File: src/rtl/ps2_pkg.sv
// Shared constants and FSM encoding for the PS/2 key event path.
package ps2_pkg;

    localparam logic [7:0] SC_EXT   = 8'hE0;
    localparam logic [7:0] SC_BRK   = 8'hF0;
    localparam logic [7:0] SC_ENTER = 8'h5A;
    localparam logic [7:0] SC_SPACE = 8'h29;

    localparam logic [7:0] ASC_NONE  = 8'h00;
    localparam logic [7:0] ASC_CR    = 8'h0D;
    localparam logic [7:0] ASC_SPACE = 8'h20;

    typedef enum logic [1:0] {
        IDLE    = 2'd0,
        EXT     = 2'd1,
        BRK     = 2'd2,
        EXT_BRK = 2'd3
    } ps2_state_e;

endpackage

File: src/rtl/ps2_scan_to_ascii.sv
// Combinational set-2 scancode to ASCII lookup; unmapped codes yield ASC_NONE.
module ps2_scan_to_ascii
    import ps2_pkg::*;
(
    input  logic [7:0] code,
    input  logic       ext,
    output logic [7:0] ascii
);

    // Table lookup; only E0 5A is meaningful among extended codes
    always_comb begin
        ascii = ASC_NONE;
        if (ext) begin
            if (code == SC_ENTER) begin
                ascii = ASC_CR;
            end else begin
                ascii = ASC_NONE;
            end
        end else begin
            case (code)
                8'h1C: ascii = 8'h61; 8'h32: ascii = 8'h62; 8'h21: ascii = 8'h63;
                8'h23: ascii = 8'h64; 8'h24: ascii = 8'h65; 8'h2B: ascii = 8'h66;
                8'h34: ascii = 8'h67; 8'h33: ascii = 8'h68; 8'h43: ascii = 8'h69;
                8'h3B: ascii = 8'h6A; 8'h42: ascii = 8'h6B; 8'h4B: ascii = 8'h6C;
                8'h3A: ascii = 8'h6D; 8'h31: ascii = 8'h6E; 8'h44: ascii = 8'h6F;
                8'h4D: ascii = 8'h70; 8'h15: ascii = 8'h71; 8'h2D: ascii = 8'h72;
                8'h1B: ascii = 8'h73; 8'h2C: ascii = 8'h74; 8'h3C: ascii = 8'h75;
                8'h2A: ascii = 8'h76; 8'h1D: ascii = 8'h77; 8'h22: ascii = 8'h78;
                8'h35: ascii = 8'h79; 8'h1A: ascii = 8'h7A;
                8'h45: ascii = 8'h30; 8'h16: ascii = 8'h31; 8'h1E: ascii = 8'h32;
                8'h26: ascii = 8'h33; 8'h25: ascii = 8'h34; 8'h2E: ascii = 8'h35;
                8'h36: ascii = 8'h36; 8'h3D: ascii = 8'h37; 8'h3E: ascii = 8'h38;
                8'h46: ascii = 8'h39;
                SC_ENTER: ascii = ASC_CR;
                SC_SPACE: ascii = ASC_SPACE;
                default:  ascii = ASC_NONE;
            endcase
        end
    end

endmodule

File: src/rtl/ps2_key_event.sv
// Scancode byte stream to de-duplicated key press events, with an event FIFO
// and the currently held key exposed as a level.
module ps2_key_event
    import ps2_pkg::*;
#(
    parameter int FIFO_DEPTH  = 4,
    parameter int TIMEOUT_CYC = 50000,
    parameter bit REPEAT_EN   = 1'b0
) (
    input  logic       clk,
    input  logic       rst_n,
    input  logic       byte_valid,
    input  logic [7:0] byte_data,
    output logic       evt_valid,
    input  logic       evt_ready,
    output logic [7:0] evt_ascii,
    output logic       evt_ext,
    output logic       key_down,
    output logic [7:0] key_ascii,
    output logic       overflow,
    input  logic       overflow_clr
);

    localparam int PTR_W = $clog2(FIFO_DEPTH);
    localparam int CNT_W = PTR_W + 1;
    localparam int TMO_W = $clog2(TIMEOUT_CYC);
    localparam logic [CNT_W-1:0] DEPTH_C  = CNT_W'(FIFO_DEPTH);
    localparam logic [TMO_W-1:0] TMO_LAST = TMO_W'(TIMEOUT_CYC - 1);

    ps2_state_e       state_r;
    logic [TMO_W-1:0] tmo_cnt_r;
    logic [7:0]       held_code_r;
    logic             held_ext_r;
    logic             key_down_r;
    logic [7:0]       key_ascii_r;
    logic [8:0]       mem_r [FIFO_DEPTH];
    logic [PTR_W-1:0] wr_ptr_r;
    logic [PTR_W-1:0] rd_ptr_r;
    logic [CNT_W-1:0] count_r;
    logic             overflow_r;

    logic       lut_ext_s;
    logic [7:0] ascii_s;
    logic       is_prefix_s;
    logic       make_s;
    logic       brk_s;
    logic       match_s;
    logic       new_key_s;
    logic       repeat_s;
    logic       release_s;
    logic       push_s;
    logic       full_s;
    logic       pop_s;
    logic       push_ok_s;
    logic       drop_s;

    assign lut_ext_s = (state_r == EXT) || (state_r == EXT_BRK);

    ps2_scan_to_ascii u_lut (
        .code  (byte_data),
        .ext   (lut_ext_s),
        .ascii (ascii_s)
    );

    // Decode which action the current byte completes, if any
    always_comb begin
        make_s = 1'b0;
        brk_s  = 1'b0;
        is_prefix_s = (byte_data == SC_EXT) || (byte_data == SC_BRK);
        case (state_r)
            IDLE:    make_s = byte_valid && !is_prefix_s;
            EXT:     make_s = byte_valid && !is_prefix_s;
            BRK:     brk_s  = byte_valid && !is_prefix_s;
            EXT_BRK: brk_s  = byte_valid && !is_prefix_s;
            default: begin
                make_s = 1'b0;
                brk_s  = 1'b0;
            end
        endcase
    end

    assign match_s   = key_down_r && (held_code_r == byte_data) && (held_ext_r == lut_ext_s);
    assign new_key_s = make_s && (ascii_s != ASC_NONE) && !match_s;
    assign repeat_s  = make_s && (ascii_s != ASC_NONE) && match_s;
    assign release_s = brk_s && match_s;
    assign push_s    = new_key_s || (REPEAT_EN && repeat_s);
    assign full_s    = (count_r == DEPTH_C);
    assign pop_s     = (count_r != '0) && evt_ready;
    assign push_ok_s = push_s && !full_s;
    assign drop_s    = push_s && full_s;

    // Prefix FSM with abandon timeout, plus the held-key level
    always_ff @(posedge clk or negedge rst_n) begin
        if (!rst_n) begin
            state_r     <= IDLE;
            tmo_cnt_r   <= '0;
            held_code_r <= 8'h00;
            held_ext_r  <= 1'b0;
            key_down_r  <= 1'b0;
            key_ascii_r <= ASC_NONE;
        end else begin
            if (byte_valid) begin
                tmo_cnt_r <= '0;
                case (state_r)
                    IDLE: begin
                        if (byte_data == SC_EXT)      state_r <= EXT;
                        else if (byte_data == SC_BRK) state_r <= BRK;
                        else                          state_r <= IDLE;
                    end
                    EXT: begin
                        if (byte_data == SC_BRK)      state_r <= EXT_BRK;
                        else if (byte_data == SC_EXT) state_r <= EXT;
                        else                          state_r <= IDLE;
                    end
                    BRK:     state_r <= IDLE;
                    EXT_BRK: state_r <= IDLE;
                    default: state_r <= IDLE;
                endcase
            end else if (state_r != IDLE) begin
                if (tmo_cnt_r == TMO_LAST) begin
                    state_r   <= IDLE;
                    tmo_cnt_r <= '0;
                end else begin
                    tmo_cnt_r <= tmo_cnt_r + TMO_W'(1'b1);
                end
            end else begin
                tmo_cnt_r <= '0;
            end

            if (new_key_s) begin
                key_down_r  <= 1'b1;
                key_ascii_r <= ascii_s;
                held_code_r <= byte_data;
                held_ext_r  <= lut_ext_s;
            end else if (release_s) begin
                key_down_r  <= 1'b0;
                key_ascii_r <= ASC_NONE;
            end else begin
                key_down_r  <= key_down_r;
            end
        end
    end

    // Show-ahead event FIFO; a push into a full queue is lost and flagged
    always_ff @(posedge clk or negedge rst_n) begin
        if (!rst_n) begin
            for (int i = 0; i < FIFO_DEPTH; i++) begin
                mem_r[i] <= 9'h000;
            end
            wr_ptr_r   <= '0;
            rd_ptr_r   <= '0;
            count_r    <= '0;
            overflow_r <= 1'b0;
        end else begin
            if (push_ok_s) begin
                mem_r[wr_ptr_r] <= {ascii_s, lut_ext_s};
                wr_ptr_r        <= wr_ptr_r + PTR_W'(1'b1);
            end
            if (pop_s) begin
                rd_ptr_r <= rd_ptr_r + PTR_W'(1'b1);
            end
            if (push_ok_s && !pop_s) begin
                count_r <= count_r + CNT_W'(1'b1);
            end else if (!push_ok_s && pop_s) begin
                count_r <= count_r - CNT_W'(1'b1);
            end else begin
                count_r <= count_r;
            end
            if (drop_s) begin
                overflow_r <= 1'b1;
            end else if (overflow_clr) begin
                overflow_r <= 1'b0;
            end else begin
                overflow_r <= overflow_r;
            end
        end
    end

    assign evt_valid = (count_r != '0);
    assign evt_ascii = mem_r[rd_ptr_r][8:1];
    assign evt_ext   = mem_r[rd_ptr_r][0];
    assign key_down  = key_down_r;
    assign key_ascii = key_ascii_r;
    assign overflow  = overflow_r;

endmodule
File: config.mk
export PLATFORM = sky130hd
export DESIGN_NAME = ps2_key_event
export DESIGN_NICKNAME = d
export VERILOG_FILES = /design/src/rtl/ps2_pkg.sv /design/src/rtl/ps2_scan_to_ascii.sv /design/src/rtl/ps2_key_event.sv
export SDC_FILE = /design/constraint.sdc
export NUM_CORES = 1
export LEC_CHECK = 0
export CAP_MARGIN = 20
export CORE_UTILIZATION = 40
export CTS_CLUSTER_SIZE = 8
export DETAILED_ROUTE_END_ITERATION = 8
export MAX_ROUTING_LAYER = met4
export PLACE_DENSITY = 0.7
export SYNTH_ARGS = -nofsm -noshare
export SYNTH_HDL_FRONTEND = slang
export SYNTH_SLANG_ARGS = --single-unit
File: constraint.sdc
create_clock -name clk -period 7.7 [get_ports clk]
set_clock_uncertainty 0.2 [all_clocks]
set_input_delay 1.54 -clock clk [delete_from_list [all_inputs] [get_ports clk]]
set_output_delay 1.54 -clock clk [all_outputs]
set_load 0.1 [all_outputs]
* Word level (Yosys, flattened, before mapping)
Memory sizes are Yosys's and may differ from the RTL's.
Index checks and enable logic that the tools add are counted.
** Word-level totals
- Register bits after elaboration :: 80
- Memory bits (read-only) :: 896
- Bits of input ports :: 13
- Word-level logic and storage cells :: 96
- Memories :: 1
** Cells by class
- $add $sub $neg :: 5
- Order comparisons :: 3
- Equality and inequality tests :: 10
- Muxes and demuxes :: 30
- Bitwise gates (word level) :: 2
- Reductions and logical operators :: 31
** Memories
- (name not given) :: depth 128, bits a word 7, rd ports 1, clocked after Yosys merged registers in 0, wr ports 0, line ps2_scan_to_ascii.sv:20 : case (code)
** Operators with widths (number)
- two-way mux 16 bit :: 3
- bitwise mux 36 bit :: 1
- two-way mux 8 bit :: 4
- two-way mux 9 bit :: 3
- binary-select mux 9 bit (select 2 bit) :: 1
- demux 9 bit (select 2 bit) :: 1
- adder 16 x 1 -> 16 bit (second input constant) :: 1
- equality test 16 bit (second input constant) :: 1
- equality test 8 bit (second input constant) :: 2
- logical AND 1 bit :: 12
- two-way mux 2 bit :: 6
- nonzero test 2 bit :: 6
- equality test 8 x 7 -> 1 bit (second input constant) :: 1
- equality test 8 bit :: 1
- nonzero test 8 bit :: 1
- two-way mux 1 bit :: 7
- greater-or-equal comparator 3 bit (second input constant) :: 2
- two-way mux 3 bit :: 2
- inverter 2 -> 3 bit :: 2
- case mux 2 bit (3 select lines) :: 1
- zero test 1 bit :: 5
- adder 2 x 1 -> 2 bit (second input constant) :: 2
- equality test 2 bit (second input constant) :: 2
- two-way mux 4 bit :: 1
- other kinds (11) :: 13

* Logic depth before layout (Yosys ltp)
- Depth in word-level cells :: 12
- Mapped depth :: 18
- Mapped depth without buffers :: 15

* Modules after synthesis
Synthesis repeated with hierarchy kept, for this count alone.
** Unflattened totals
- Cell total of the unflattened synthesis :: 424
- Area, all modules :: 4623.2 um^2
** By module, submodules not included
- ps2_key_event :: times used 1, cells each 293, area an instance 3761.1 um^2
- ps2_scan_to_ascii :: times used 1, cells each 131, area an instance 862.1 um^2

* Worst setup path after synthesis
No wires, ideal clock.
- Path kind :: input port to flip-flop
- Start point :: input port byte_data[0]
- End point :: register count_r[1]
- Library setup time :: 125 ps
- Arrival :: 5000 ps
- Data required time :: 7375 ps
- Slack :: 2375 ps
- Cell stages on the path :: 16
- Buffers on the path :: 3
- Cell sequence :: clkbuf_1 -> inv_1 -> ha_1 -> clkbuf_1 -> and4b_1 -> a221oi_1 -> o21ai_0 -> a31o_2 -> or4_1 -> buf_4 -> o21ai_1 -> inv_1 -> ha_1 -> inv_1 -> fa_1 -> mux2_2
** Between the ends
- Longest elaborated chain between the ends :: 11
- Elaborated cells on any way between the ends :: 24
- Those cells by class :: eq/ne: 4; mux: 5; reduce/logical: 14; memory: 1
** Ends and longest elaborated chain
- start: declaration :: line ps2_key_event.sv:13 : input logic [7:0] byte_data,
- branches (longest 6 deep; another with memory (128 x 7 bit))
- logical AND 1 bit * :: line ps2_key_event.sv:83 : assign new_key_s = make_s && (ascii_s != ASC_NONE) && !match_s;
- logical AND 1 bit * :: line ps2_key_event.sv:89 : assign push_ok_s = push_s && !full_s;
- net push_ok_s :: line ps2_key_event.sv:54 : logic push_ok_s;
- zero test 1 bit :: line ps2_key_event.sv:164 : end else if (!push_ok_s && pop_s) begin
- logical AND 1 bit :: line ps2_key_event.sv:164
- nonzero test 2 bit (no line)
- end signal: assignment :: line ps2_key_event.sv:163 : count_r <= count_r + CNT_W'(1'b1);
- end signal: assignment :: line ps2_key_event.sv:165 : count_r <= count_r - CNT_W'(1'b1);
- end signal: assignment :: line ps2_key_event.sv:167 : count_r <= count_r;
- end: declaration :: line ps2_key_event.sv:39 : logic [CNT_W-1:0] count_r;
Mark *: on every way through the listed nets, which the timed path passes.
A chain may end at the register's enable or synchronous reset.

* Worst setup path in the final report
- Start point :: input port byte_data[1]
- End point :: register count_r[2]
The elaborated chain is that of the path after synthesis.

==> results.json <==
{
  "status": "finished with violations",
  "violations": "design-rule violations",
  "coreArea_um2": 10800,
  "report.final.slew_viol_count": 0,
  "hold_path.class": "reg2reg",
  "hpwlAfterDp_um": 6540,
  "cp_data_required_time_ns": 7.77,
  "fp.dieArea_um2": 11500,
  "irDropWorstVdd_mv": 0.252,
  "tightestPinTransition_ns": 0.990,
  "power_density_nw_per_um2": 299,
  "critical_path.slowest_cell": "a2111oi_2",
  "drcViolationCount": 1,
  "clk_path_buf_depth": 2,
  "fin_ws_ns": 1.65,
  "multi_input_area_um2": 2360,
  "synth_edf_count": 0,
  "cp.arrival_ns": 6.12,
  "gr-total-overflow": 0,
  "grt_pass1_vias": 3203,
  "regArea_um2": 1880,
  "grt_pass1_wl_um": 16300,
  "fmax_ghz": 0.165,
  "final_util_pct": 46.3,
  "critPathKind": "in2reg",
  "area_growth_syn_to_layout_pct": 13.0,
  "first_pass_iters": 6,
  "clk_pin_slew_ns": 0.07,
  "antenna_found_initial": 0,
  "worst_skew_pair.late_latency_ns": 0.35,
  "critPathCaptureType": "flip-flop",
  "yosys_warnings": 0,
  "drive_gt1_share_pct": 20.8,
  "ys_ff_latch": 75,
  "numCtsBuffers": 9,
  "io_buffers": 30,
  "rows": 38,
  "die_h_um": 107,
  "avgViaCountPerCell": 5.57,
  "synth_top_flop_cell": "dfrtp_1",
  "io_pins": 33,
  "crit_buf_inv": 4,
  "ant_nets": 0,
  "startpoint_type": "input pin",
  "die_w_um": 107,
  "finalSetupViolations": 0,
  "cts_tree": "done",
  "netlist_area_um2": 4420,
  "critPathTopFamily": "compound AO/OA/AOI/OAI gates",
  "grt_use_total_pct": 19.0,
  "fin_crit_sh_pct": 78.5,
  "post_cts_resized": 0,
  "fin_nets": 446,
  "cts_sinks": 75,
  "setup-tns-final_ns": 0,
  "antenna_cells": 0,
  "avgRoutedWirePerCell_um": 17.3,
  "postCtsSetupBuffers": 0,
  "place_ws_ns": 1.31,
  "h-tree-depth": 3,
  "final_common_cell": "dfrtp_1",
  "maxCapViolations": 0,
  "fillers": 974,
  "syn-instance-count": 396,
  "wl_um": 9740,
  "ctsHoldBuffers": 0,
  "grt_start_max_net_pins": 76,
  "cts-root-buf": "clkbuf_8",
  "max_stage_delay_ns": 0.81,
  "path_cells": "clkdlybuf4s50_1, inv_1, ha_1, nor2b_1, o2111a_1, a31oi_1, a2111oi_2, or3b_2, o21ai_1, inv_1, ha_1, inv_1, fa_1, xor2_1, nor2_1, xor2_1",
  "vias": 3140,
  "ys_types": 64,
  "yosysSeqAreaShare_pct": 42.5,
  "avgSynthCellArea_um2": 11.2,
  "drt-initial-drc-count": 187,
  "crit_top_cell": "inv_1",
  "maxSlewHeadroom_pct": 33.8,
  "final_cell_mix": "75 x dfrtp_1, 44 x mux2_2, 29 x nor2_1, 29 x clkdlybuf4s50_1, 21 x nand2_1",
  "cp_max_fo": 13,
  "start_util_pct": 40.9,
  "rsz0062_at_grt": "no",
  "place_congestion": 0.878,
  "fin_crit_ns": 6.05,
  "async_flop_share_pct": 100,
  "leakage_nw": 2.14,
  "hold_viol": 0
}
==> synth_stat cells (3+ instances only) <==
cell	n	share of area, %
nor2_1	29	2.5
and3_1	5	0.71
nand2_1	21	1.8
nor2b_1	10	1.4
nand4_1	4	0.57
nand3_1	13	1.5
buf_2	6	0.68
o21ai_0	7	0.79
nor3_1	5	0.57
dfrtp_1	75	42
mux2_2	44	11
nand2b_1	8	1.1
mux2i_1	4	0.91
a31o_2	6	1.2
o211ai_1	4	0.68
and2_1	9	1.3
clkbuf_1	8	0.68
xor2_1	10	2.0
inv_1	15	1.3
a31oi_1	4	0.57
ha_1	13	3.7
o31ai_1	3	0.51
mux4_2	8	4.1
buf_4	6	1.0
o221ai_1	3	0.59
a21oi_1	6	0.68
xnor2_1	19	3.8
o211ai_4	4	1.9
==> path summary, 6_finish.rpt <==
path,start,to,slack (ns),cells past startpoint
max in group asynchronous,rst_n,tmo_cnt_r[2]$_DFF_PN0_,5.46,2
worst min register to register,tmo_cnt_r[0]$_DFF_PN0_,tmo_cnt_r[0]$_DFF_PN0_,0.26,1
worst min-delay path,tmo_cnt_r[0]$_DFF_PN0_,tmo_cnt_r[0]$_DFF_PN0_,0.26,1
worst max register to register,state_r[0]$_DFFE_PN0P_,count_r[2]$_DFFE_PN0P_,3.34,13
min in group asynchronous,rst_n,mem_r[24]$_DFFE_PN0P_,1.21,2
worst max-delay path,byte_data[1],count_r[2]$_DFFE_PN0P_,1.65,16
==> sequential cells by signal, summed over array words and instances (netlist names), 2 cells and up <==
name and flops:
count_r 3, held_code_r 8, key_ascii 7, mem_r 32
rd_ptr_r 2, state_r 2, tmo_cnt_r 16, wr_ptr_r 2
==> final cells by class <==
cell class	count	share of cell area, %
tap	140	3.51
clock buffer	11	2.63
inverter	15	1.13
timing repair buffer	34	6.67
sequential	75	37.6
clock inverter	5	1.25
multi-input combinational	284	47.2
==> worst reg2reg max path, stage by stage, from the launching register on <==
cell,delay (ns)
dfrtp_1,0.56
or4b_2,0.77
a311oi_1,0.38
a21boi_0,0.27
a311o_1,0.25
or4_1,0.48
o21ai_1,0.24
inv_1,0.10
ha_1,0.18
inv_1,0.06
fa_1,0.37
xor2_1,0.17
nor2_1,0.11
xor2_1,0.15
==> power breakdown <==
group          switching, mW  internal [mW]  leakage (nW)
clock                  0.151          0.152        0.0901
sequential            0.0834          0.489         0.995
combinational          0.384          0.233          1.05
total                  0.619          0.873          2.14
==> through the flow <==
step                instances  power, mW  cell area, µm²  hold slack [ns]
finish                    564       1.49            4990            0.261
detailed placement        546       1.19            4780            0.258
global placement          546       1.18            4780            0.240
CTS                       562       1.50            4970            0.267
global route              564       1.57            4990            0.288
floorplan                 397       1.06            4420            0.225
==> per-layer routing <==
layer | GRT usage (%) | part of all wire [%] | up-vias
met5 | - | 0 | -
met1 | 24.9 | 46 | 1561
met4 | 8.02 | 2.3 | 0
li1 | - | - | 1471
met2 | 28.3 | 46 | 94
met3 | 4.38 | 5.6 | 14
==> kinds of logic after synthesis <==
group / synth area share [%]
other: 0.0849
AO/OA/AOI/OAI: 13.1
buffers and inverters: 4.25
XOR/XNOR: 5.75
adder cells (fa/ha/maj): 4.13
flip-flops: 42.5
multiplexers: 16.7
AND/OR/NAND/NOR: 13.5
No activity file was read; power rests on OpenSTA's default activity.
